===== config.mk =====
export PLATFORM = sky130hd
export DESIGN_NAME = ibus32_master_flat
export DESIGN_NICKNAME = d
export VERILOG_FILES = /design/src/rtl/ibus_pkg.sv /design/src/rtl/ibus32_if.sv /design/src/rtl/ibus_lane_align.sv /design/src/rtl/ibus32_master.sv /design/src/flat_wrapper.sv
export SDC_FILE = /design/constraint.sdc
export NUM_CORES = 1
export LEC_CHECK = 0
export CORE_MARGIN = 2
export CORE_UTILIZATION = 44
export CTS_CLUSTER_SIZE = 10
export DETAILED_ROUTE_END_ITERATION = 16
export GPL_ROUTABILITY_DRIVEN = 0
export PLACE_DENSITY_LB_ADDON = 0.08
export SYNTH_ARGS = -nofsm -noshare
export SYNTH_HDL_FRONTEND = slang
export SYNTH_SLANG_ARGS = --single-unit

===== constraint.sdc =====
create_clock -name clk -period 2.5 [get_ports clk]
set_input_delay 0.5 -clock clk [delete_from_list [all_inputs] [get_ports clk]]
set_output_delay 0.5 -clock clk [all_outputs]
set_load 0.02 [all_outputs]

===== src/rtl/ibus_pkg.sv =====
// Shared types and helpers for the iBus32 initiator: access sizes, FSM states,
// lane-mask and misalignment functions.
package ibus_pkg;

  localparam int WA = 15;

  typedef enum logic [1:0] {
    SZ_BYTE = 2'd0,
    SZ_HALF = 2'd1,
    SZ_WORD = 2'd2
  } mem_sz_t;

  typedef enum logic [1:0] {
    IDLE  = 2'd0,
    RD_W  = 2'd1,
    SPLIT = 2'd2,
    RD_W2 = 2'd3
  } state_t;

  // Reserved size 3 behaves as a word access.
  function automatic logic [3:0] lane_mask(input logic [1:0] sz);
    logic [3:0] m;
    case (sz)
      2'd0:    m = 4'h1;
      2'd1:    m = 4'h3;
      default: m = 4'hF;
    endcase
    return m;
  endfunction

  function automatic logic misaligned(input logic [1:0] sz, input logic [1:0] off);
    logic r;
    case (sz)
      2'd0:    r = 1'b0;
      2'd1:    r = (off == 2'd3);
      default: r = (off != 2'd0);
    endcase
    return r;
  endfunction

endpackage


===== src/rtl/ibus32_if.sv =====
// iBus32 word bus between the initiator and the 32K x 32 single-port RAM.
interface ibus32_if;
  import ibus_pkg::*;

  logic          we;
  logic [3:0]    bmsk;
  logic [WA-1:0] ai;
  logic [31:0]   vi;
  logic [31:0]   vo;

  modport master (output we, bmsk, ai, vi, input vo);
  modport slave  (input we, bmsk, ai, vi, output vo);

endinterface


===== src/rtl/ibus_lane_align.sv =====
// Combinational lane steering: store-lane placement across two words and
// right-aligned, zero-extended extraction of load data from a word pair.
module ibus_lane_align
  import ibus_pkg::*;
(
  input  logic [1:0]  off,
  input  logic [1:0]  sz,
  input  logic [31:0] wdata,
  input  logic [31:0] vo_lo,
  input  logic [31:0] vo_hi,
  output logic [3:0]  bmsk_lo,
  output logic [3:0]  bmsk_hi,
  output logic [31:0] vi_lo,
  output logic [31:0] vi_hi,
  output logic [31:0] rdata
);

  logic [3:0]  lm_s;
  logic [6:0]  mask7_s;
  logic [63:0] pair_s;
  logic [31:0] byte_mask_s;
  logic [2:0]  rem_s;

  // Lane placement for the first and (if any) spill-over word, plus load extraction.
  always_comb begin
    lm_s        = lane_mask(sz);
    mask7_s     = {3'b000, lm_s} << off;
    bmsk_lo     = mask7_s[3:0];
    bmsk_hi     = {1'b0, mask7_s[6:4]};
    vi_lo       = wdata << {off, 3'b000};
    rem_s       = 3'd4 - {1'b0, off};
    vi_hi       = (off == 2'd0) ? 32'h0 : (wdata >> {rem_s, 3'b000});
    pair_s      = {vo_hi, vo_lo} >> {off, 3'b000};
    byte_mask_s = {{8{lm_s[3]}}, {8{lm_s[2]}}, {8{lm_s[1]}}, {8{lm_s[0]}}};
    rdata       = pair_s[31:0] & byte_mask_s;
  end

endmodule


===== src/rtl/ibus32_master.sv =====
// iBus32 initiator: byte/half/word load-store to word accesses with lane masks.
// Define IBUS_UNALIGNED_EN to split misaligned accesses; otherwise they return err.
module ibus32_master
  import ibus_pkg::*;
#(
  parameter int AW = 17,
  parameter int DW = 32
) (
  input  logic          clk,
  input  logic          rst_n,
  input  logic          req,
  output logic          rdy,
  input  logic          we,
  input  logic [1:0]    sz,
  input  logic [AW-1:0] addr,
  input  logic [DW-1:0] wdata,
  output logic          ack,
  output logic [DW-1:0] rdata,
  output logic          err,
  ibus32_if.master      bus
);

  state_t        state_r;
  logic [WA-1:0] a_r;
  logic [1:0]    off_r;
  logic [1:0]    sz_r;
`ifdef IBUS_UNALIGNED_EN
  logic          we_r;
  logic [31:0]   wdata_r;
  logic [31:0]   lo_r;
`endif

  logic          idle_s, accept_s, mis_s;
  logic [1:0]    al_off_s, al_sz_s;
  logic [31:0]   al_wdata_s, vo_lo_s, vo_hi_s, ext_s, vi_lo_s, vi_hi_s;
  logic [3:0]    bmsk_lo_s, bmsk_hi_s;
  logic          bus_we_s;
  logic [3:0]    bus_bmsk_s;
  logic [WA-1:0] bus_ai_s;
  logic [31:0]   bus_vi_s;

  assign idle_s   = (state_r == IDLE);
  assign rdy      = idle_s;
  assign accept_s = req & idle_s;
  assign mis_s    = misaligned(sz, addr[1:0]);

  // Aligner follows the live request in IDLE and the captured one afterwards.
  always_comb begin
    if (idle_s) begin
      al_off_s = addr[1:0];
      al_sz_s  = sz;
    end else begin
      al_off_s = off_r;
      al_sz_s  = sz_r;
    end
`ifdef IBUS_UNALIGNED_EN
    al_wdata_s = idle_s ? wdata : wdata_r;
    vo_lo_s    = (state_r == RD_W2) ? lo_r : bus.vo;
    vo_hi_s    = (state_r == RD_W2) ? bus.vo : 32'h0;
`else
    al_wdata_s = wdata;
    vo_lo_s    = bus.vo;
    vo_hi_s    = 32'h0;
`endif
  end

  ibus_lane_align u_align (
    .off     (al_off_s),
    .sz      (al_sz_s),
    .wdata   (al_wdata_s),
    .vo_lo   (vo_lo_s),
    .vo_hi   (vo_hi_s),
    .bmsk_lo (bmsk_lo_s),
    .bmsk_hi (bmsk_hi_s),
    .vi_lo   (vi_lo_s),
    .vi_hi   (vi_hi_s),
    .rdata   (ext_s)
  );

`ifndef IBUS_UNALIGNED_EN
  logic unused_split_s;
  assign unused_split_s = ^{bmsk_hi_s, vi_hi_s};
`endif

  // Bus drive: IDLE passes the request straight through so the RAM samples it at accept.
  always_comb begin
    bus_we_s   = 1'b0;
    bus_bmsk_s = 4'h0;
    bus_ai_s   = {WA{1'b0}};
    bus_vi_s   = 32'h0;
    if (!rst_n) begin
      bus_we_s = 1'b0;
    end else begin
      case (state_r)
        IDLE: begin
          bus_ai_s = addr[AW-1:2];
          bus_vi_s = vi_lo_s;
          if (req) begin
`ifdef IBUS_UNALIGNED_EN
            bus_we_s = we;
`else
            bus_we_s = we & ~mis_s;
`endif
          end else begin
            bus_we_s = 1'b0;
          end
          bus_bmsk_s = bus_we_s ? bmsk_lo_s : 4'h0;
        end
        RD_W: bus_ai_s = a_r;
`ifdef IBUS_UNALIGNED_EN
        SPLIT: begin
          bus_ai_s   = a_r + 15'd1;
          bus_we_s   = we_r;
          bus_bmsk_s = we_r ? bmsk_hi_s : 4'h0;
          bus_vi_s   = vi_hi_s;
        end
        RD_W2: bus_ai_s = a_r + 15'd1;
`endif
        default: bus_ai_s = {WA{1'b0}};
      endcase
    end
  end

  assign bus.we   = bus_we_s;
  assign bus.bmsk = bus_bmsk_s;
  assign bus.ai   = bus_ai_s;
  assign bus.vi   = bus_vi_s;

  // Transaction FSM with registered ack/err/rdata.
  always_ff @(posedge clk or negedge rst_n) begin
    if (!rst_n) begin
      state_r <= IDLE;
      a_r     <= {WA{1'b0}};
      off_r   <= 2'd0;
      sz_r    <= 2'd0;
      ack     <= 1'b0;
      err     <= 1'b0;
      rdata   <= {DW{1'b0}};
`ifdef IBUS_UNALIGNED_EN
      we_r    <= 1'b0;
      wdata_r <= 32'h0;
      lo_r    <= 32'h0;
`endif
    end else begin
      ack <= 1'b0;
      err <= 1'b0;
      case (state_r)
        IDLE: begin
          if (accept_s) begin
            a_r   <= addr[AW-1:2];
            off_r <= addr[1:0];
            sz_r  <= sz;
`ifdef IBUS_UNALIGNED_EN
            we_r    <= we;
            wdata_r <= wdata;
`endif
            if (mis_s) begin
`ifdef IBUS_UNALIGNED_EN
              state_r <= SPLIT;
`else
              ack   <= 1'b1;
              err   <= 1'b1;
              rdata <= {DW{1'b0}};
`endif
            end else if (we) begin
              ack <= 1'b1;
            end else begin
              state_r <= RD_W;
            end
          end
        end
        RD_W: begin
          rdata   <= ext_s;
          ack     <= 1'b1;
          state_r <= IDLE;
        end
`ifdef IBUS_UNALIGNED_EN
        SPLIT: begin
          if (we_r) begin
            ack     <= 1'b1;
            state_r <= IDLE;
          end else begin
            lo_r    <= bus.vo;
            state_r <= RD_W2;
          end
        end
        RD_W2: begin
          rdata   <= ext_s;
          ack     <= 1'b1;
          state_r <= IDLE;
        end
`endif
        default: state_r <= IDLE;
      endcase
    end
  end

endmodule


===== src/flat_wrapper.sv =====
// flat-port wrapper written by rule: the top's interface ports become plain ports
module ibus32_master_flat import ibus_pkg::*;
#(
  parameter int AW = 17,
  parameter int DW = 32
)
  (clk, rst_n, req, rdy, we, sz, addr, wdata, ack, rdata, err, bus_we, bus_bmsk, bus_ai, bus_vi, bus_vo);
  ibus32_if bus_i ();
  input  logic clk;
  input  logic rst_n;
  input  logic req;
  output logic rdy;
  input  logic we;
  input  logic [1:0] sz;
  input  logic [AW-1:0] addr;
  input  logic [DW-1:0] wdata;
  output logic ack;
  output logic [DW-1:0] rdata;
  output logic err;
  output wire logic [$bits(bus_i.we)-1:0] bus_we;
  output wire logic [$bits(bus_i.bmsk)-1:0] bus_bmsk;
  output wire logic [$bits(bus_i.ai)-1:0] bus_ai;
  output wire logic [$bits(bus_i.vi)-1:0] bus_vi;
  input wire logic [$bits(bus_i.vo)-1:0] bus_vo;
  assign bus_we = bus_i.we;
  assign bus_bmsk = bus_i.bmsk;
  assign bus_ai = bus_i.ai;
  assign bus_vi = bus_i.vi;
  assign bus_i.vo = bus_vo;
  ibus32_master #(.AW(AW), .DW(DW)) u_core (.clk(clk), .rst_n(rst_n), .req(req), .rdy(rdy), .we(we), .sz(sz), .addr(addr), .wdata(wdata), .ack(ack), .rdata(rdata), .err(err), .bus(bus_i));
endmodule

==> impl_metrics.json, run 1 <==
{
  "cts_max_level": 2,
  "clock_skew_ns": 0.0110,
  "maxSlewHeadroom_pct": 54.5,
  "cp.arrival_ns": 1.92,
  "post-route-period-util_pct": 96.8,
  "yosys_register_bits": 54,
  "post-place-ws_ns": -0.429,
  "hp-class": "in -> async",
  "finalHoldViolCount": 0,
  "num_rows": 32,
  "hold_buffers": 0,
  "dr.pass1.iters": 4,
  "die-width_um": 92.4,
  "start_util_pct": 45.0,
  "core_sq_um": 7650,
  "grt_pass1_wl_um": 17100,
  "dp_hpwl_um": 8150,
  "status": "finished, final reports clean",
  "layout-drive-gt1-share_pct": 22.3,
  "worstReg2RegEnd": "u_core.rdata[10]",
  "r2r_start": "u_core.state_r[0]",
  "setup.worst_path.start_class": "flip-flop",
  "required_ns": 2.00,
  "dp.cells": 595,
  "finalSetupTns_ns": 0,
  "antenna_found_initial": 2,
  "max_stage_delay_ns": 0.61,
  "grt_max_degree": 34,
  "viasPerCell": 5.52,
  "clock-root-buffer": "clkbuf_8",
  "synth-seq-area-share_pct": 39.3,
  "insertion_delay_ns": 0.32,
  "cts_inserted_buffers": 5,
  "ios": 174,
  "synth_cell_types": 38,
  "slew_violations": 0,
  "wl_um": 10900,
  "gr-total-overflow": 0,
  "cts_tree": "done",
  "drtAntennaViolNets": 0,
  "fin_ws_ns": 0.0793,
  "synth_area_per_cell_sq_um": 10.8,
  "worst_pin_slew_ns": 0.682,
  "vias": 3396,
  "path_delay_family": "buffers and inverters",
  "die_h_um": 92.4,
  "crit_chain": "buf_12 > buf_4 > mux2i_1 > nor2b_1 > clkdlybuf4s50_1",
  "instances_no_fill": 615,
  "rr_worst_depth": 5,
  "cts.clk_slew.worst_paths_ns": 0.10,
  "drv_cap": 0,
  "crit_path_end_kind": "output pin",
  "peakVddDrop_mv": 0.391,
  "setup_violations": 0,
  "drc": 0,
  "ys_warn_count": 0,
  "die-area_sq_um": 8540,
  "routedWlPerCell_um": 17.8,
  "first_global_vias": 3327,
  "min_period_ns": 2.42,
  "nNetsFinal": 597,
  "syn_to_final_growth_pct": 60.9,
  "critPathBufInv": 3,
  "reg2reg_slack_ns": 0.53,
  "critPathKind": "reg -> out",
  "grt_usage_pct": 24.9,
  "drtIter0Drc": 132,
  "num-fill-cells": 599,
  "slowest_stage": "clkdlybuf4s50_1",
  "max_freq_mhz": 413,
  "critical_path_peak_fanout": 18,
  "synth_nets": 406,
  "port_buffers": 173,
  "clock_path_buffers": 2,
  "synth.cell_area_sq_um": 3440,
  "power.density_nw_per_um2": 474,
  "clock-sinks": 54,
  "p_leak_nw": 2.48,
  "netlist_instances": 319
}
==> routing by layer <==
metal  GRT usage [%]  vias up  wire length (um)
met5               0        -                 0
met4            5.60        0               107
met3            6.27       11               894
met2            42.9      147              5330
met1            31.7     1649              4610
li1                -     1589                 -
==> worst max-delay path by stage <==
stage / slack (ns) / startpoint / cells past startpoint / to
final: 0.08 / u_core.state_r[0] / 5 / bus_ai[10]
after global routing: -0.0008 / u_core.state_r[0] / 6 / bus_bmsk[2]
after CTS: -0.06 / addr[0] / 6 / bus_vi[8]
after detailed placement: -0.43 / addr[1] / 5 / bus_vi[18]
after global placement: -0.41 / addr[0] / 6 / bus_vi[24]
after floorplan: 0.21 / addr[0] / 5 / bus_vi[22]
==> through the flow <==
stage          utilization, %  total power, mW  hold slack (ns)  instance area, sq um
6_report                 72.3             2.62           0.0772                  5530
2_1_floorplan               -             1.54            0.204                  3440
3_3_place_gp             70.4             2.00            0.425                  5380
4_1_cts                  71.8             2.62           0.0707                  5490
3_5_place_dp             70.4             2.02            0.418                  5380
5_1_grt                  72.3             2.74           0.0814                  5530
==> repair_timing <==
item	CTS	global route
gates resized for setup	110	28
setup buffers	3	7
pin swaps	1	1
endpoints found under the setup margin	44	26
==> cells in the mapped netlist <==
| library cell | n | area share [%] |
|---|---|---|
| mux2i_1 | 64 | 19 |
| dfrtp_1 | 54 | 39 |
| mux2_2 | 21 | 6.9 |
| a22o_1 | 17 | 4.3 |
| nor2b_1 | 15 | 2.7 |
| o2bb2ai_1 | 15 | 3.8 |
| nor2_1 | 14 | 1.5 |
| buf_4 | 11 | 2.4 |
| inv_1 | 10 | 1.1 |
| a21oi_1 | 9 | 1.3 |
| buf_2 | 9 | 1.3 |
| o22ai_1 | 9 | 1.6 |
| and2_1 | 8 | 1.5 |
| nand3_1 | 8 | 1.2 |
| a32o_1 | 7 | 2.0 |
| o32ai_1 | 7 | 1.8 |
| or3_1 | 7 | 1.3 |
| clkbuf_1 | 4 | 0.44 |
| and3_1 | 3 | 0.55 |
| nand2_1 | 3 | 0.33 |
| buf_6 | 2 | 0.65 |
| nand2b_1 | 2 | 0.36 |
| nand3b_1 | 2 | 0.44 |
| nor2_2 | 2 | 0.36 |
| nor3_1 | 2 | 0.29 |
| o21ai_0 | 2 | 0.29 |
| a21o_1 | 1 | 0.22 |
| a221oi_1 | 1 | 0.25 |
| a41oi_1 | 1 | 0.25 |
| and4bb_2 | 1 | 0.36 |
| buf_1 | 1 | 0.11 |
| inv_2 | 1 | 0.11 |
| mux4_2 | 1 | 0.65 |
| nand3b_4 | 1 | 0.58 |
| nor3b_1 | 1 | 0.22 |
| o21a_2 | 1 | 0.25 |
| o221a_2 | 1 | 0.33 |
| or3b_1 | 1 | 0.25 |
==> layout by cell type (no fill, tap or decap), drive strengths merged, types with 2 or more instances in the layout <==
cell           netlist  routed
nand3b               3       3
clkbuf               4      12
nand3                8       8
o21ai                2       2
inv                 11      12
nor2                16      16
buf                 23      55
diode                0       2
clkdlybuf4s50        0     126
nor3                 2       2
o2bb2ai             15      15
nor2b               15      15
and2                 8       8
mux2i               64      64
nand2b               2       2
or3                  7       7
nand2                3       3
o22ai                9       9
a22o                17      17
a32o                 7       7
dlygate4sd2          0      17
o32ai                7       7
a21oi                9       9
and3                 3       3
dfrtp               54      54
clkdlybuf4s15        0       5
mux2                21      21
==> logic make-up (layout without fill, tap and decap cells) <==
logic type,Yosys count,in the layout,synth area share [%]
other,0,2,0
AO/OA/AOI/OAI,71,71,16.5
flip-flops,54,54,39.3
multiplexers,86,86,26.2
AND/OR/NAND/NOR,70,70,11.9
buffers and inverters,38,230,6.11
==> where the power goes <==
group / leakage, nW / internal [mW] / switching, mW
Clock: 0.0563 / 0.305 / 0.309
Sequential: 0.695 / 0.962 / 0.0547
Combinational: 1.73 / 0.511 / 0.478
Total: 2.48 / 1.78 / 0.842
==> cell type report <==
class	instances	area, sq um	area share, %
flip-flops and latches	54	1350	24.5
repair buffers	211	1940	35.1
diodes	2	5.00	0.0905
multi-input cells	227	1950	35.2
well taps	102	128	2.31
clock inverters	3	48.8	0.882
inverters	11	41.3	0.746
clock buffers	5	68.8	1.24
==> registers in the layout, summed over array words and instances (netlist names) <==
name / flops
u_core.rdata: 32
u_core.a_r: 15
u_core.off_r: 2
u_core.sz_r: 2
u_core.ack: 1
u_core.err: 1
u_core.state_r: 1
(Power assumes the default switching activity.)
==> run 2, diff against run 1 <==
--- a/config.mk
+++ b/config.mk
@@ -7,10 +7,11 @@
 export LEC_CHECK = 0
 export CORE_MARGIN = 2
 export CORE_UTILIZATION = 44
+export CTS_BUF_LIST = sky130_fd_sc_hd__clkbuf_8 sky130_fd_sc_hd__clkbuf_16
 export CTS_CLUSTER_SIZE = 10
 export DETAILED_ROUTE_END_ITERATION = 16
 export GPL_ROUTABILITY_DRIVEN = 0
-export PLACE_DENSITY_LB_ADDON = 0.08
+export PLACE_DENSITY = 0.88
 export SYNTH_ARGS = -nofsm -noshare
 export SYNTH_HDL_FRONTEND = slang
 export SYNTH_SLANG_ARGS = --single-unit
==> impl_metrics.json, run 2 (same netlist as run 1, synthesis figures left out) <==
{
  "clock-sinks": 54,
  "regArea_sq_um": 1350,
  "die-area_sq_um": 8540,
  "antenna_cells": 0,
  "instances_no_fill": 610,
  "final_common_cell": "clkdlybuf4s50_1",
  "grt_max_degree": 33,
  "status": "finished, final reports clean",
  "max_freq_mhz": 407,
  "reg_top3": "u_core.rdata (32), u_core.a_r (15)",
  "setup_violations": 0,
  "cts.clk_slew.worst_paths_ns": 0.10,
  "die-width_um": 92.4,
  "peakVddDrop_mv": 0.334,
  "syn_to_final_growth_pct": 58.7,
  "gr-total-overflow": 0,
  "final_cell_mix": "clkdlybuf4s50_1 (119), mux2i_1 (62), dfrtp_1 (53)",
  "maxSlewHeadroom_pct": 57.7,
  "vias": 3358,
  "antenna_found_initial": 0,
  "viasPerCell": 5.50,
  "required_ns": 2.00,
  "switching_share_pct": 32.1,
  "nNetsFinal": 594,
  "drtIter0Drc": 156,
  "dr.pass1.iters": 4,
  "intPower_mw": 1.76,
  "drv_cap": 0,
  "clock-root-buffer": "clkbuf_8",
  "dp_hpwl_um": 8500,
  "clock_path_buffers": 2,
  "num-fill-cells": 580,
  "insertion_delay_ns": 0.31,
  "num_rows": 32,
  "layout-drive-gt1-share_pct": 22.0,
  "power.share.clock_pct": 22.9,
  "power_frac_seq_pct": 39.3,
  "drc": 0,
  "wl_um": 11200,
  "slew_violations": 0,
  "critical_path_peak_fanout": 7,
  "worst_pin_slew_ns": 0.635,
  "multi_input_area_sq_um": 1910,
  "cts_inserted_buffers": 5,
  "grt_usage_pct": 25.7,
  "min_period_ns": 2.46,
  "core_sq_um": 7650,
  "grt_pass1_wl_um": 17500,
  "post-route-period-util_pct": 98.2,
  "finalHoldViolCount": 0,
  "cts_tree": "done",
  "holdWs_ns": 0.152,
  "cts_max_level": 2,
  "routedWlPerCell_um": 18.4,
  "port_buffers": 173,
  "top_register": "u_core.rdata",
  "hold_buffers": 0,
  "first_global_vias": 3413,
  "hp-class": "in -> async",
  "dp.cells": 597,
  "rsz0062_at_grt": "false",
  "die_h_um": 92.4,
  "power.density_nw_per_um2": 474,
  "p_total_mw": 2.58,
  "start_util_pct": 45.0,
  "finish.utilization_pct": 71.3,
  "p_comb_share_pct": 37.8,
  "largest_reg_flops": 32,
  "p_leak_nw": 2.45,
  "ios": 174,
  "power_switching_uw": 828,
  "setup.worst_path.start_class": "input port",
  "cp.arrival_ns": 1.96,
  "drtAntennaViolNets": 0,
  "clock_skew_ns": 0.00641,
  "critPathKind": "in -> out",
  "crit_path_end_kind": "output pin"
}
## run 2: path summary, 6_finish.rpt
check / cells after the start / slack, ns / endpoint / startpoint
worst max-delay path: 5 / 0.04 / bus_vi[3] / addr[1]
worst min-delay path: 2 / 0.15 / u_core.state_r[0] / rst_n
worst max register to register: 7 / 0.50 / u_core.rdata[2] / u_core.state_r[0]
worst min register to register: 1 / 0.50 / u_core.rdata[19] / u_core.rdata[19]
max in group asynchronous: 4 / 1.46 / u_core.rdata[11] / rst_n
min in group clk: 1 / 0.50 / u_core.rdata[19] / u_core.rdata[19]
## run 2: per-layer routing
layer  global-route usage [%]  up-vias  share of wire (%)
li1                         -     1576                  -
met1                     32.3     1639                 41
met2                     46.0      129                 51
met3                     4.15       14                6.3
met4                     6.34        0                1.5
met5                        0        -                  0
## run 2: cell type report
cell class,count,area share (%)
clock inverters,3,0.826
well taps,102,2.34
inverters,11,0.757
clock buffers,5,1.26
repair buffers,208,35.0
flip-flops and latches,54,24.8
multi-input cells,227,35.0
## run 2: critical path, cell delays in order
cell and delay [ns]:
clkdlybuf4s50_1 0.42, or3b_4 0.41, nor2_4 0.18, and2_1 0.15
clkdlybuf4s15_1 0.30
## run 2: what timing repair did
item                                    in CTS  in global routing
endpoints found under the setup margin      52                 32
buffers inserted                             3                  2
pin swaps                                    1                  1
resized for setup                          116                 32
## run 2: power groups by stage
stage	Clock (mW)	Combinational [mW]	Sequential (mW)
floorplan	0	0.453	1.08
global placement	0	0.965	1.03
detailed placement	0	0.987	1.03
CTS	0.601	0.978	1.01
global route	0.637	1.04	1.03
finish	0.591	0.976	1.02
## run 2: metrics by stage
| stage | worst slack [ns] | area, sq um | setup TNS, ns |
|---|---|---|---|
| after floorplan | 0.215 | 3440 | 0 |
| after global placement | -0.489 | 5370 | -15.00 |
| after detailed placement | -0.550 | 5370 | -16.63 |
| after CTS | -0.0132 | 5540 | -0.0387 |
| after global routing | 0.00690 | 5460 | 0 |
| final | 0.0449 | 5460 | 0 |
